File: config.mk
export PLATFORM = sky130hd
export DESIGN_NAME = cpu_step_ctrl
export DESIGN_NICKNAME = d
export VERILOG_FILES = /design/src/rtl/cpu_step_ctrl_pkg.sv /design/src/rtl/debounce.sv /design/src/rtl/cpu_step_ctrl.sv
export SDC_FILE = /design/constraint.sdc
export NUM_CORES = 1
export LEC_CHECK = 0
export CORE_ASPECT_RATIO = 1.4
export CORE_MARGIN = 2
export CORE_UTILIZATION = 30
export CTS_BUF_LIST = sky130_fd_sc_hd__clkbuf_4
export CTS_CLUSTER_DIAMETER = 60
export DETAILED_ROUTE_END_ITERATION = 10
export PLACE_DENSITY_LB_ADDON = 0.08
export SLEW_MARGIN = 20
export SYNTH_ARGS = -nofsm -noshare
export SYNTH_HDL_FRONTEND = slang
export SYNTH_HIERARCHICAL = 1
export SYNTH_SLANG_ARGS = --single-unit
File: constraint.sdc
create_clock -name clk100MHz -period 4.7 [get_ports clk100MHz]
set_input_delay 0.705 -clock clk100MHz [delete_from_list [all_inputs] [get_ports clk100MHz]]
set_output_delay 0.705 -clock clk100MHz [all_outputs]
set_load 0.1 [all_outputs]
File: src/rtl/cpu_step_ctrl_pkg.sv
`default_nettype none
// ============================================================================
//  Module   : cpu_step_ctrl_pkg
//  Brief    : Shared encodings, widths and defaults for the CPU step
//             controller and its input debouncer.
//  Revision : 1.0 - initial release
// ============================================================================
package cpu_step_ctrl_pkg;

  // Instruction / address width of the RV32I core
  localparam int INSTRUCTION_SIZE = 32;

  // Controller state register width and encodings (3 is illegal)
  localparam int CTRL_STATE_W = 2;

  typedef enum logic [CTRL_STATE_W-1:0] {
    CTRL_STEP  = 2'd0,
    CTRL_RUN   = 2'd1,
    CTRL_BREAK = 2'd2
  } ctrl_state_t;

  // Board defaults at 100 MHz: 10 ms debounce, 10 Hz run rate
  localparam int DEFAULT_DEBOUNCE_CYCLES = 1_000_000;
  localparam int DEFAULT_RUN_PERIOD      = 10_000_000;

  // Counter width able to hold 0..n-1, never narrower than one bit
  function automatic int cnt_width(input int n);
    return (n > 1) ? $clog2(n) : 1;
  endfunction

endpackage
`default_nettype wire

File: src/rtl/debounce.sv
`default_nettype none
// ============================================================================
//  Module   : debounce
//  Brief    : 2-FF synchronizer followed by a stable-count debouncer. The
//             output level follows the synchronized input only after the two
//             have differed for DEBOUNCE_CYCLES consecutive cycles.
//  Revision : 1.0 - initial release
// ============================================================================
module debounce
  import cpu_step_ctrl_pkg::*;
#(
  parameter int DEBOUNCE_CYCLES = DEFAULT_DEBOUNCE_CYCLES
) (
  input  logic clk100MHz,
  input  logic rst,
  input  logic i_raw,
  output logic o_level
);

  localparam int              c_CW   = cnt_width(DEBOUNCE_CYCLES);
  localparam logic [c_CW-1:0] c_LAST = c_CW'(DEBOUNCE_CYCLES - 1);

  logic            r_sync1;
  logic            r_sync2;
  logic            r_level;
  logic [c_CW-1:0] r_cnt;

  // Two-stage synchronizer for the asynchronous raw input
  always_ff @(posedge clk100MHz or posedge rst) begin
    if (rst) begin
      r_sync1 <= 1'b0;
      r_sync2 <= 1'b0;
    end else begin
      r_sync1 <= i_raw;
      r_sync2 <= r_sync1;
    end
  end

  // Count consecutive disagreeing samples; any agreement restarts the count
  always_ff @(posedge clk100MHz or posedge rst) begin
    if (rst) begin
      r_level <= 1'b0;
      r_cnt   <= '0;
    end else if (r_sync2 == r_level) begin
      r_cnt   <= '0;
    end else if (r_cnt == c_LAST) begin
      r_level <= r_sync2;
      r_cnt   <= '0;
    end else begin
      r_cnt   <= r_cnt + c_CW'(1);
    end
  end

  assign o_level = r_level;

endmodule
`default_nettype wire

File: src/rtl/cpu_step_ctrl.sv
`default_nettype none
// ============================================================================
//  Module   : cpu_step_ctrl
//  Brief    : Execution controller producing a one-cycle CPU clock-enable
//             for free-running, single-step and break-on-PC operation.
//  Revision : 1.0 - initial release
// ============================================================================
module cpu_step_ctrl
  import cpu_step_ctrl_pkg::*;
#(
  parameter int DEBOUNCE_CYCLES = DEFAULT_DEBOUNCE_CYCLES,
  parameter int RUN_PERIOD      = DEFAULT_RUN_PERIOD
) (
  input  logic                        clk100MHz,
  input  logic                        rst,
  input  logic                        btn_step,
  input  logic                        sw_run,
  input  logic                        bp_en,
  input  logic [INSTRUCTION_SIZE-1:0] bp_addr,
  input  logic [INSTRUCTION_SIZE-1:0] pc_in,
  output logic                        cpu_ce,
  output logic [CTRL_STATE_W-1:0]     state,
  output logic                        halted,
  output logic [INSTRUCTION_SIZE-1:0] step_count
);

  localparam int              c_RW   = cnt_width(RUN_PERIOD);
  localparam logic [c_RW-1:0] c_TERM = c_RW'(RUN_PERIOD - 1);

  logic                        w_btn_db;
  logic                        w_run_db;
  logic                        r_btn_prev;
  logic                        r_step_edge;
  logic [c_RW-1:0]             r_run_cnt;
  logic                        w_terminal;
  logic                        w_bp_hit;
  ctrl_state_t                 r_state;
  ctrl_state_t                 w_next_state;
  logic                        w_fire;
  logic                        r_cpu_ce;
  logic                        r_halted;
  logic [INSTRUCTION_SIZE-1:0] r_step_count;

  debounce #(
    .DEBOUNCE_CYCLES (DEBOUNCE_CYCLES)
  ) u_db_step (
    .clk100MHz (clk100MHz),
    .rst       (rst),
    .i_raw     (btn_step),
    .o_level   (w_btn_db)
  );

  debounce #(
    .DEBOUNCE_CYCLES (DEBOUNCE_CYCLES)
  ) u_db_run (
    .clk100MHz (clk100MHz),
    .rst       (rst),
    .i_raw     (sw_run),
    .o_level   (w_run_db)
  );

  // Registered rising-edge detector on the debounced step button
  always_ff @(posedge clk100MHz or posedge rst) begin
    if (rst) begin
      r_btn_prev  <= 1'b0;
      r_step_edge <= 1'b0;
    end else begin
      r_btn_prev  <= w_btn_db;
      r_step_edge <= w_btn_db & ~r_btn_prev;
    end
  end

  // Run-rate counter: held at zero outside RUN so every RUN entry starts fresh
  always_ff @(posedge clk100MHz or posedge rst) begin
    if (rst) begin
      r_run_cnt <= '0;
    end else if (r_state != CTRL_RUN || w_terminal) begin
      r_run_cnt <= '0;
    end else begin
      r_run_cnt <= r_run_cnt + c_RW'(1);
    end
  end

  assign w_terminal = (r_run_cnt == c_TERM);
  assign w_bp_hit   = bp_en && (pc_in == bp_addr);

  // State register with the enable, halted flag and pulse counter alongside
  always_ff @(posedge clk100MHz or posedge rst) begin
    if (rst) begin
      r_state      <= CTRL_STEP;
      r_halted     <= 1'b0;
      r_cpu_ce     <= 1'b0;
      r_step_count <= '0;
    end else begin
      r_state  <= w_next_state;
      r_halted <= (w_next_state == CTRL_BREAK);
      r_cpu_ce <= w_fire;
      if (w_fire) begin
        r_step_count <= r_step_count + INSTRUCTION_SIZE'(1);
      end
    end
  end

  // Next-state and pulse decision; the mode switch dropping in RUN wins over
  // the terminal count, and a breakpoint hit suppresses the pulse
  always_comb begin
    w_next_state = r_state;
    w_fire       = 1'b0;
    case (r_state)
      CTRL_STEP: begin
        if (r_step_edge) begin
          w_fire = 1'b1;
        end
        if (w_run_db) begin
          w_next_state = CTRL_RUN;
        end
      end
      CTRL_RUN: begin
        if (!w_run_db) begin
          w_next_state = CTRL_STEP;
        end else if (w_terminal) begin
          if (w_bp_hit) begin
            w_next_state = CTRL_BREAK;
          end else begin
            w_fire = 1'b1;
          end
        end
      end
      CTRL_BREAK: begin
        if (r_step_edge) begin
          w_fire       = 1'b1;
          w_next_state = w_run_db ? CTRL_RUN : CTRL_STEP;
        end else if (!w_run_db) begin
          w_next_state = CTRL_STEP;
        end
      end
      default: begin
        w_next_state = CTRL_STEP;
      end
    endcase
  end

  assign cpu_ce     = r_cpu_ce;
  assign state      = r_state;
  assign halted     = r_halted;
  assign step_count = r_step_count;

endmodule
`default_nettype wire

==> report_table.html <==
<table>
<tr><th>Metric</th><th>Value</th></tr>
<tr><th colspan="2">Critical path</th></tr>
<tr><td>Worst setup path class</td><td>flop to output port</td></tr>
<tr><td>Depth of the worst register-to-register path</td><td>7</td></tr>
<tr><td>Stages on worst setup path</td><td>1</td></tr>
<tr><td>Worst-case register-to-register setup slack</td><td>1.95 ns</td></tr>
<tr><td>Critical path endpoint</td><td>step_count[23]</td></tr>
<tr><td>Endpoint required time on the critical path</td><td>3.99 ns</td></tr>
<tr><td>CP Capture Type</td><td>output port</td></tr>
<tr><td>R2R Path Start</td><td>r_run_cnt[0]</td></tr>
<tr><td>R2R Path End</td><td>step_count[1]</td></tr>
<tr><td>Critical path launch point type</td><td>flop</td></tr>
<tr><td>Cell with the biggest individual delay on the critical path</td><td>sky130_fd_sc_hd__clkdlybuf4s50_1</td></tr>
<tr><td>Cells along the critical path</td><td>clkdlybuf4s50_1</td></tr>
<tr><td>Endpoint arrival time on the critical path</td><td>2.15 ns</td></tr>
<tr><td>Critical path buffers and inverters</td><td>1</td></tr>
<tr><td>Family with the most delay on the worst path</td><td>buffers and inverters</td></tr>
<tr><td>Critical Path Start</td><td>step_count[23]</td></tr>
<tr><td>Largest stage delay on the critical path</td><td>1.18 ns</td></tr>
<tr><td>Maximum fanout along the worst path</td><td>7</td></tr>
<tr><th colspan="2">Clocking</th></tr>
<tr><td>Post-CTS Hold Fix Bufs</td><td>0</td></tr>
<tr><td>Clk Latency, worst-skew pair</td><td>0.47 ns</td></tr>
<tr><td>Number of buffers created by CTS</td><td>9</td></tr>
<tr><td>Post-cts repair resize count</td><td>0</td></tr>
<tr><td>Post-CTS setup buffer count</td><td>0</td></tr>
<tr><td>Clk root buf</td><td>sky130_fd_sc_hd__clkbuf_4</td></tr>
<tr><td>Number of levels the H-tree was split into</td><td>3</td></tr>
<tr><td>Clock edge transition at the registers on the reported setup and hold paths</td><td>0.17 ns</td></tr>
<tr><td>Maximum clock path buffer count</td><td>2</td></tr>
<tr><td>CTS sink cnt</td><td>108</td></tr>
<tr><td>Clock tree from TritonCTS</td><td>yes</td></tr>
<tr><th colspan="2">Routing</th></tr>
<tr><td>Wirelength, routed</td><td>12560 microns</td></tr>
<tr><td>TritonRoute pass-1 iters</td><td>4</td></tr>
<tr><td>Iteration-0 DRC Markers</td><td>144</td></tr>
<tr><td>DRC violations left</td><td>0</td></tr>
<tr><td>Detail-routed via count per cell</td><td>4.664</td></tr>
<tr><td>Wirelength per Cell</td><td>14.38 microns</td></tr>
<tr><td>Via count of the routed design</td><td>4076</td></tr>
<tr><td>Antenna Violating Nets Remaining</td><td>0</td></tr>
<tr><th colspan="2">STA</th></tr>
<tr><td>Count of final hold-check violations</td><td>0</td></tr>
<tr><td>Count of pins over their slew limit</td><td>0</td></tr>
<tr><td>Time the final worst path needs with I/O delays and setup</td><td>2.857 ns</td></tr>
<tr><td>RSZ-0062 raised after global routing</td><td>false</td></tr>
<tr><td>TNS Setup</td><td>0 ns</td></tr>
<tr><td>Setup Skew</td><td>0.02027 ns</td></tr>
<tr><td>Upper clock frequency limit</td><td>0.3500 GHz</td></tr>
<tr><td>Setup-failing EPs final</td><td>0</td></tr>
<tr><td>Final critical-path share of the clock period</td><td>0.6078</td></tr>
<tr><td>Crit path setup slack, layout</td><td>1.843 ns</td></tr>
<tr><td>Tightest slew margin relative to the limit</td><td>0.3180</td></tr>
<tr><td>Slew of the pin with the lowest slew margin</td><td>1.020 ns</td></tr>
<tr><th colspan="2">Yosys</th></tr>
<tr><td>Register bit total from synthesis</td><td>108</td></tr>
<tr><td>Number of synthesized flops with an enable pin</td><td>0</td></tr>
<tr><td>Count of mapped cells out of synthesis</td><td>521</td></tr>
<tr><td>Post-synthesis area per instance</td><td>10.43 sq um</td></tr>
<tr><td>Area share of xor/xnor cells in the synthesized design</td><td>0.1854</td></tr>
<tr><td>Cell Area, Synth</td><td>0.005431 sq mm</td></tr>
<tr><td>Sequential element share of the synthesized area</td><td>0.4976</td></tr>
<tr><td>Area share of and/or/nand/nor cells after synthesis</td><td>0.2513</td></tr>
<tr><td>Yosys warning total</td><td>6</td></tr>
<tr><td>Number of library cell types mapped by synthesis</td><td>38</td></tr>
<tr><td>Synthesized Nets</td><td>594</td></tr>
<tr><td>Adder-cell area share of the yosys netlist</td><td>0.009214</td></tr>
<tr><td>Synth Area in Compound Gates</td><td>0.02235</td></tr>
<tr><td>Top flip-flop cell by instance count after synthesis</td><td>sky130_fd_sc_hd__dfrtp_1</td></tr>
<tr><td>Fraction of synthesis flops using an asynchronous set or reset pin</td><td>1.000</td></tr>
<tr><td>Dominant combinational cell family by area after synthesis</td><td>simple AND/OR/NAND/NOR gates</td></tr>
<tr><td>Portion of netlist area occupied by mux cells</td><td>0.01359</td></tr>
<tr><th colspan="2">Place</th></tr>
<tr><td>DPL Wire Length</td><td>9300 microns</td></tr>
<tr><td>Placed cell areas</td><td>0.006725 sq mm</td></tr>
<tr><td>Cell total after placement</td><td>857</td></tr>
<tr><td>Number of buffers added on ports</td><td>104</td></tr>
<tr><td>Gp weighted congestion</td><td>0.7749</td></tr>
<tr><td>Worst slack at placement</td><td>1.590 ns</td></tr>
<tr><th colspan="2">Layout</th></tr>
<tr><td>Count of nets after finishing</td><td>701</td></tr>
<tr><td>Sequential standard cell area</td><td>0.002703 sq mm</td></tr>
<tr><td>Summed area of non-filler cells in the final layout</td><td>0.006890 sq mm</td></tr>
<tr><td>Fraction of layout instances using a drive strength above 1</td><td>0.04897</td></tr>
<tr><td>Layout area overhead</td><td>26.86%</td></tr>
<tr><td>Filler Cells Inserted</td><td>1858</td></tr>
<tr><td>Post-layout utilization of the core</td><td>0.3860</td></tr>
<tr><td>Multi-input gate area in the final layout</td><td>0.002618 sq mm</td></tr>
<tr><td>Final cell count without fillers</td><td>874</td></tr>
<tr><th colspan="2">Worst hold path</th></tr>
<tr><td>Worst hold-check path type</td><td>flop to flop</td></tr>
<tr><td>Worst hold path depth</td><td>0</td></tr>
<tr><th colspan="2">Die</th></tr>
<tr><td>Die span in y</td><td>163.2 microns</td></tr>
<tr><td>Die Footprint</td><td>0.01921 sq mm</td></tr>
<tr><td>Core area</td><td>0.01785 sq mm</td></tr>
<tr><td>Overall die width</td><td>117.7 microns</td></tr>
<tr><td>Number of placed I/O pins</td><td>105</td></tr>
<tr><td>Number of rows in the core area</td><td>58</td></tr>
<tr><td>Starting utilization of the core area</td><td>0.3042</td></tr>
<tr><th colspan="2">Power</th></tr>
<tr><td>Power per unit of standard cell area</td><td>232.5 mW/mm^2</td></tr>
<tr><td>Peak supply drop</td><td>0.1558 mV</td></tr>
<tr><td>Leakage power summed over all cells</td><td>0.002775 uW</td></tr>
<tr><th colspan="2">Global routing</th></tr>
<tr><td>Gr usage total</td><td>0.1372</td></tr>
<tr><td>Overflow left after global routing</td><td>0</td></tr>
<tr><td>Global-route wire length before repair</td><td>21230 microns</td></tr>
<tr><td>Pin count of the biggest net entering global routing</td><td>34</td></tr>
<tr><td>Via count of the first global-routing pass</td><td>4287</td></tr>
<tr><td>Initial antenna violation count</td><td>1</td></tr>
<tr><th colspan="2">Status</th></tr>
<tr><td>Result of the run</td><td>finished, final reports clean</td></tr>
<tr><th colspan="2">Flow run</th></tr>
<tr><td>Max Cap Violations</td><td>0</td></tr>
</table>
[metal layers]
layer / track usage / wire, microns / vias to the layer above
li1: - / - / 2019
met1: 0.1548 / 5150 / 1989
met2: 0.2574 / 6840 / 46
met3: 0.01885 / 242 / 22
met4: 0.05915 / 332 / 0
met5: 0 / 0 / -
[final cells by class]
type,count,share of cell area
Antenna cell,1,0.0003632
Clock buffer,10,0.01090
Timing Repair Buffer,105,0.1522
Tap cell,240,0.04358
Sequential cell,108,0.3922
Clock inverter,6,0.01271
Multi-Input combinational cell,389,0.3799
Inverter,15,0.008171
[report_power, final]
part / switching, uW / internal [uW]
clock network: 320 / 222
logic: 50.7 / 67.9
registers: 5.82 / 936
[flip-flops by register name, summed over array words and instances (netlist names)]
signal             cells
r_btn_prev             1
u_db_run/r_sync2       1
u_db_run/o_level       1
step_count            32
u_db_step/r_sync1      1
cpu_ce                 1
u_db_step/r_sync2      1
u_db_step/r_cnt       20
u_db_run/r_cnt        20
u_db_step/o_level      1
halted                 1
r_step_edge            1
r_run_cnt             24
u_db_run/r_sync1       1
state                  2
[placed cells by master, fill, tap and decap left out, types with 15 or more instances in the layout]
master	Yosys	final
sky130_fd_sc_hd__and3_1	20	20
sky130_fd_sc_hd__nand3_1	27	27
sky130_fd_sc_hd__xor2_1	58	58
sky130_fd_sc_hd__nand4_1	27	27
sky130_fd_sc_hd__dfrtp_1	108	108
sky130_fd_sc_hd__nor2_1	66	66
sky130_fd_sc_hd__clkdlybuf4s50_1	0	104
sky130_fd_sc_hd__xnor2_1	57	57
sky130_fd_sc_hd__nand2_1	31	31
sky130_fd_sc_hd__nor4_1	15	15
[stage by stage]
stage	hold slack, ns	total power [uW]
after floorplan	0.3312	1003
after global placement	0.3450	1079
after detailed placement	0.3347	1080
after global routing	0.3868	1682
after CTS	0.3722	1633
final	0.3705	1602
[worst min-delay path by stage]
stage	end	slack [ns]	start
2_1_floorplan	u_db_run/r_sync2	0.33	u_db_run/r_sync1
3_3_place_gp	u_db_run/r_sync2	0.34	u_db_run/r_sync1
3_5_place_dp	u_db_run/r_sync2	0.33	u_db_run/r_sync1
4_1_cts	u_db_run/r_sync2	0.37	u_db_run/r_sync1
5_1_grt	u_db_run/r_sync2	0.39	u_db_run/r_sync1
6_report	u_db_step/r_sync2	0.37	u_db_step/r_sync1
[logic make-up after synthesis]
logic type | after synthesis
buffers and inverters | 24
DFF | 108
adders and majority gates | 4
muxes | 7
AOI/OAI and AO/OA | 19
and+or+nand+nor | 244
xor gates and xnor gates | 115
[cells in the mapped netlist (5+ instances only)]
cell	instances	area, sq um
sky130_fd_sc_hd__nor4_1	15	93.84
sky130_fd_sc_hd__or3_1	5	31.28
sky130_fd_sc_hd__nand3_1	27	135.1
sky130_fd_sc_hd__and2_1	5	31.28
sky130_fd_sc_hd__nand2_1	31	116.4
sky130_fd_sc_hd__xnor2_1	57	499.2
sky130_fd_sc_hd__and4_1	13	113.9
sky130_fd_sc_hd__nor2_1	66	247.7
sky130_fd_sc_hd__nor3_1	13	65.06
sky130_fd_sc_hd__o21ai_0	5	25.02
sky130_fd_sc_hd__a21oi_1	8	40.04
sky130_fd_sc_hd__dfrtp_1	108	2703
sky130_fd_sc_hd__xor2_1	58	508.0
sky130_fd_sc_hd__nor4b_1	5	43.79
sky130_fd_sc_hd__and3_1	20	125.1
sky130_fd_sc_hd__nand4_1	27	168.9
sky130_fd_sc_hd__inv_1	15	56.30
Power figures use the tool's default switching activity.
